**src/rtl/barrel_aligner.sv**
```systemverilog
// Purpose : finds the bit rotation of a framing sync byte in a rotated byte stream,
//           locks to it and emits de-rotated payload bytes with start-of-frame markers.
// Latency : 1 clock from a sampled input byte to o/ov/sof; no backpressure (v qualifies every step).
//
// Ports
//   clk   rising-edge clock
//   rst   asynchronous, active-high reset
//   i     rotated input byte, qualified by v
//   v     input byte valid; nothing advances on v=0
//   o     de-rotated payload byte (holds when ov=0)
//   ov    one-cycle pulse per payload byte
//   sof   marks the first payload byte of each frame (with ov)
//   lock  high while locked to a rotation
//   k     left-rotate amount applied, o = rotl(i, k)

module barrel_aligner #(
    parameter logic [7:0] SYNC      = 8'hA5,
    parameter int         FRAME_LEN = 8,
    parameter int         CONFIRM_N = 3,
    parameter int         MISS_N    = 2
) (
    input  logic       clk,
    input  logic       rst,
    input  logic [7:0] i,
    input  logic       v,
    output logic [7:0] o,
    output logic       ov,
    output logic       sof,
    output logic       lock,
    output logic [2:0] k
);

    localparam int POS_W  = $clog2(FRAME_LEN);
    localparam int HIT_W  = $clog2(CONFIRM_N + 1);
    localparam int MISS_W = $clog2(MISS_N + 1);

    localparam logic [POS_W-1:0]  POS_ZERO  = '0;
    localparam logic [POS_W-1:0]  POS_ONE   = POS_W'(1);
    localparam logic [POS_W-1:0]  POS_LAST  = POS_W'(FRAME_LEN - 1);
    localparam logic [HIT_W-1:0]  HITS_LOCK = HIT_W'(CONFIRM_N);
    localparam logic [MISS_W-1:0] MISS_DROP = MISS_W'(MISS_N);

    localparam logic [1:0] ST_HUNT    = 2'd0;
    localparam logic [1:0] ST_CONFIRM = 2'd1;
    localparam logic [1:0] ST_LOCKED  = 2'd2;

    // Left rotate: shifting the doubled byte brings the wrapped bits in from below.
    function automatic logic [7:0] rotl8(input logic [7:0] x, input logic [2:0] n);
        logic [15:0] w;
        w = {x, x} << n;
        return w[15:8];
    endfunction

    logic [1:0]        state_q, state_d;
    logic [POS_W-1:0]  pos_q,   pos_d;
    logic [HIT_W-1:0]  hits_q,  hits_d;
    logic [MISS_W-1:0] misses_q, misses_d;
    logic [2:0]        k_q,     k_d;
    logic [7:0]        o_q,     o_d;
    logic              ov_q,    ov_d;
    logic              sof_q,   sof_d;

    // Search of all eight rotations, used only while hunting.
    logic [7:0] match;
    logic       hunt_found;
    logic [2:0] hunt_k;

    always_comb begin
        for (int n = 0; n < 8; n++) begin
            match[n] = (rotl8(i, 3'(n)) == SYNC);
        end
    end

    // Lowest matching rotation wins; with an aperiodic sync at most one bit is set.
    always_comb begin
        hunt_k = 3'd0;
        for (int n = 7; n >= 0; n--) begin
            if (match[n]) begin
                hunt_k = 3'(n);
            end
        end
    end

    assign hunt_found = |match;

    // Datapath under the current rotation, used once a candidate k exists.
    logic [7:0]        rot_byte;
    logic              sync_hit;
    logic [POS_W-1:0]  pos_nxt;
    logic [HIT_W-1:0]  hits_inc;
    logic [MISS_W-1:0] misses_inc;

    assign rot_byte   = rotl8(i, k_q);
    assign sync_hit   = (rot_byte == SYNC);
    assign pos_nxt    = (pos_q == POS_LAST) ? POS_ZERO : pos_q + POS_ONE;
    assign hits_inc   = hits_q + HIT_W'(1);
    assign misses_inc = misses_q + MISS_W'(1);

    always_comb begin
        state_d  = state_q;
        pos_d    = pos_q;
        hits_d   = hits_q;
        misses_d = misses_q;
        k_d      = k_q;
        o_d      = o_q;
        ov_d     = 1'b0;
        sof_d    = 1'b0;

        if (v) begin
            case (state_q)
                ST_HUNT: begin
                    if (hunt_found) begin
                        k_d    = hunt_k;
                        hits_d = HIT_W'(1);
                        pos_d  = POS_ONE;
                        // The sync byte that opens the search is never output.
                        if (CONFIRM_N == 1) begin
                            state_d  = ST_LOCKED;
                            misses_d = '0;
                        end else begin
                            state_d  = ST_CONFIRM;
                        end
                    end
                end

                ST_CONFIRM: begin
                    if (pos_q != POS_ZERO) begin
                        pos_d = pos_nxt;
                    end else if (sync_hit) begin
                        pos_d  = pos_nxt;
                        hits_d = hits_inc;
                        if (hits_inc == HITS_LOCK) begin
                            state_d  = ST_LOCKED;
                            misses_d = '0;
                        end
                    end else begin
                        // Candidate rotation rejected; the failing byte is not searched again.
                        state_d = ST_HUNT;
                        hits_d  = '0;
                        pos_d   = POS_ZERO;
                    end
                end

                ST_LOCKED: begin
                    if (pos_q != POS_ZERO) begin
                        pos_d = pos_nxt;
                        o_d   = rot_byte;
                        ov_d  = 1'b1;
                        sof_d = (pos_q == POS_ONE);
                    end else if (sync_hit) begin
                        pos_d    = pos_nxt;
                        misses_d = '0;
                    end else if (misses_inc == MISS_DROP) begin
                        state_d  = ST_HUNT;
                        pos_d    = POS_ZERO;
                        hits_d   = '0;
                        misses_d = '0;
                    end else begin
                        // Tolerated miss: frame timing and k are kept.
                        pos_d    = pos_nxt;
                        misses_d = misses_inc;
                    end
                end

                default: begin
                    state_d = ST_HUNT;
                    pos_d   = POS_ZERO;
                    hits_d  = '0;
                end
            endcase
        end
    end

    always_ff @(posedge clk or posedge rst) begin
        if (rst) begin
            state_q  <= ST_HUNT;
            pos_q    <= '0;
            hits_q   <= '0;
            misses_q <= '0;
            k_q      <= 3'd0;
            o_q      <= 8'h00;
            ov_q     <= 1'b0;
            sof_q    <= 1'b0;
        end else begin
            state_q  <= state_d;
            pos_q    <= pos_d;
            hits_q   <= hits_d;
            misses_q <= misses_d;
            k_q      <= k_d;
            o_q      <= o_d;
            ov_q     <= ov_d;
            sof_q    <= sof_d;
        end
    end

    assign o    = o_q;
    assign ov   = ov_q;
    assign sof  = sof_q;
    assign k    = k_q;
    assign lock = (state_q == ST_LOCKED);

endmodule
```
**config.mk**
```make
export PLATFORM = sky130hd
export DESIGN_NAME = barrel_aligner
export DESIGN_NICKNAME = d
export VERILOG_FILES = /design/src/rtl/barrel_aligner.sv
export SDC_FILE = /design/constraint.sdc
export NUM_CORES = 1
export LEC_CHECK = 0
export BUFFER_PORTS_ARGS = -buffer_cell sky130_fd_sc_hd__buf_2
export CAP_MARGIN = 5
export CORE_ASPECT_RATIO = 1.5
export CORE_MARGIN = 1.5
export CORE_UTILIZATION = 55
export CTS_BUF_LIST = sky130_fd_sc_hd__clkbuf_8
export DETAILED_ROUTE_END_ITERATION = 10
export PLACE_DENSITY = 0.77
export RECOVER_POWER = 25
export SYNTH_ARGS = -nofsm -noshare
export SYNTH_HDL_FRONTEND = slang
export SYNTH_SLANG_ARGS = --single-unit
```
**constraint.sdc**
```tcl
create_clock -name clk -period 3.23 [get_ports clk]
set_input_delay 0.646 -clock clk [delete_from_list [all_inputs] [get_ports clk]]
set_output_delay 0.646 -clock clk [all_outputs]
set_load 0.02 [all_outputs]
```
==> out/metrics.yaml <==
synth-compound-area-share: 0.188
drc_errors: 0
cp_top_family: "multiplexers"
slew_headroom: 0.460
path_depth: 6
synth_area_per_cell_um2: 10.1
total_power_mw: 0.989
crit_required_ns: 3.38
ys_ff_latch: 22
leakage_nw: 0.873
synth.distinct_cells: 48
path_buf_inv: 0
max_freq_mhz: 350
worst_ep_arrival_time_ns: 3.01
dieArea_um2: 3540
clkTransAtPathRegs_ns: 0.07
postRouteAntennaNets: 0
post_cts_resized: 0
hpwlAfterDp_mm: 2.80
ys_seq_area_frac: 0.314
start_util: 0.590
first_global_vias: 1375
crit_chain: "mux4_1, mux2_2, nor4_2, o211a_1, nand2_2, o311a_1"
overflow: 0
viasPerCell: 6.48
cts_hold_buf: 0
place_ws_ns: 0.385
portBuffers: 24
synthCells: 174
hold_path_class: "register to register"
die_h_um: 72.1
h-tree-depth: 1
crit_fanout: 14
worst_pin_slew_ns: 0.808
rsz0062_at_grt: "no"
synthTopCellsByArea: "dfrtp_1 (31%), mux4_1 (10%), mux2i_1 (5.1%)"
cp-end-kind: "register"
postCtsSetupBuffers: 0
dieWidth_um: 49.1
synth_nets: 190
track_usage: 0.234
final_cell_mix: "buf_2 (24), dfrtp_1 (22), inv_1 (13)"
synth_area_leader_cell: "dfrtp_1"
reg2reg_depth: 6
finalSetupViolCount: 0
fp-row-count: 24
setup-tns-final_ns: 0
yosys.area_share.simple: 0.170
fin_crit_ns: 2.86
ir_drop_uv: 268
gp_congestion: 0.897
cts_sinks: 22
synth-adder-area-share: 0.0414
syn_area_um2: 1750
io_pins: 25
mostFrequentLayoutCell: "buf_2"
finalWorstSetupSlack_ns: 0.369
whs_ns: 0.517
cap_viol_max_count: 0
fin_worst_skew_ns: 0.00206
critPathLaunchType: "register"
syn_to_final_growth_pct: 7.14
yosys_warnings: 0
power_density_nw_per_um2: 527
cts_tree: "built"
drive_gt1_frac: 0.234
final_nets: 202
grt_max_degree: 23
hold_depth: 1
synth_top_family_by_area: "multiplexers"
yosys.area.top_type_share: 0.314
cpPeakStageDelay_ns: 0.69
drt_iter0_markers: 33
cts_made_buffers: 3
status: "finished clean"
cts_buffer_depth: 2
n_antenna_cell: 0
finalMaxSlewViolations: 0
wirelength_mm: 3.82
num_vias: 1444
min_period_over_period: 0.886
critPathSlowestCell: "dfrtp_1"
worstSkewPairLatency_ns: 0.26
synthXorXnorAreaFrac: 0
wl_per_cell_um: 17.1
final_area_um2: 1880
clockRootBuffer: "clkbuf_8"
dpl_cell_area_um2: 1840
drtPass1Iterations: 4
hold_viol: 0
muxShareOfSynthArea: 0.210
grt_first_pass_wirelength_mm: 6.52
core_area_um2: 2970
path_class: "register to register"
grt_antenna_before_repair: 0
[cell type report]
type	count	area [um^2]
Sequential cell	22	551
Tap cell	39	48.8
Clock buffer	3	41.3
Multi-Input combinational cell	122	1070
Fill cell	250	1090
Timing Repair Buffer	24	120
Inverter	13	48.8
[metrics by stage]
step,cells,utilization
2_1_floorplan,174,-
3_3_place_gp,220,0.618
6_report,223,0.632
3_5_place_dp,220,0.618
4_1_cts,223,0.632
5_1_grt,223,0.632
[Yosys cell counts, drive strengths merged]
cell type,count
a211o,1
mux4,8
o311a,1
ha,5
nor4bb,7
nand3,1
maj3,1
and3,3
nand2b,1
nor2b,1
a21o,1
mux2i,9
o21ai,9
and2,1
nor2,10
mux2,6
nand4,2
and4,1
inv,13
o211a,1
o22ai,1
a211oi,2
and4bb,1
and3b,2
o311ai,1
buf,5
o31ai,3
a21oi,10
o41ai,2
o2bb2ai,2
o2111ai,1
nand2,10
nor4,1
nor3b,2
dfrtp,22
a22o,3
a31oi,3
nor3,3
a22oi,2
clkbuf,12
or2,2
o211ai,2
[flip-flops by register name, summed over array words and instances (netlist names)]
signal    flops
sof           1
hits_q        2
pos_q         3
k             3
misses_q      2
state_q       2
ov            1
o             8
[worst reg2reg max path, cell delays in order, from the launching register on]
cell,delay [ns]
dfrtp_1,0.69
mux4_1,0.65
mux2_2,0.30
nor4_2,0.33
o211a_1,0.38
nand2_2,0.08
o311a_1,0.32
[report_power, final]
group | switching [mW] | internal, mW
sequential | 0.0675 | 0.336
combinational | 0.252 | 0.167
clock | 0.0834 | 0.0831
total | 0.403 | 0.586
[logic make-up (layout without fill, tap and decap cells)]
kind of cell | count (synthesis) | after routing
mux | 23 | 23
fa+ha+maj | 6 | 6
buf+inv | 30 | 40
simple gates | 48 | 48
compound gates | 45 | 45
flops | 22 | 22
[worst paths after layout]
check,startpoint,endpoint,slack [ns]
worst max-delay path,k[0]$_DFFE_PP0P_,misses_q[1]$_DFFE_PP0P_,0.37
worst min-delay path,o[6]$_DFFE_PP0P_,o[6]$_DFFE_PP0P_,0.52
worst max register to register,k[0]$_DFFE_PP0P_,misses_q[1]$_DFFE_PP0P_,0.37
worst min register to register,o[6]$_DFFE_PP0P_,o[6]$_DFFE_PP0P_,0.52
max in group asynchronous,rst,pos_q[0]$_DFFE_PP0P_,2.20
min in group asynchronous,rst,o[3]$_DFFE_PP0P_,0.53
[routing by layer]
layer,track usage,wire (um)
met5,0,0
met4,0.0889,78
met3,0.0226,124
met2,0.417,2040
met1,0.292,1580
(Power assumes the default switching activity.)
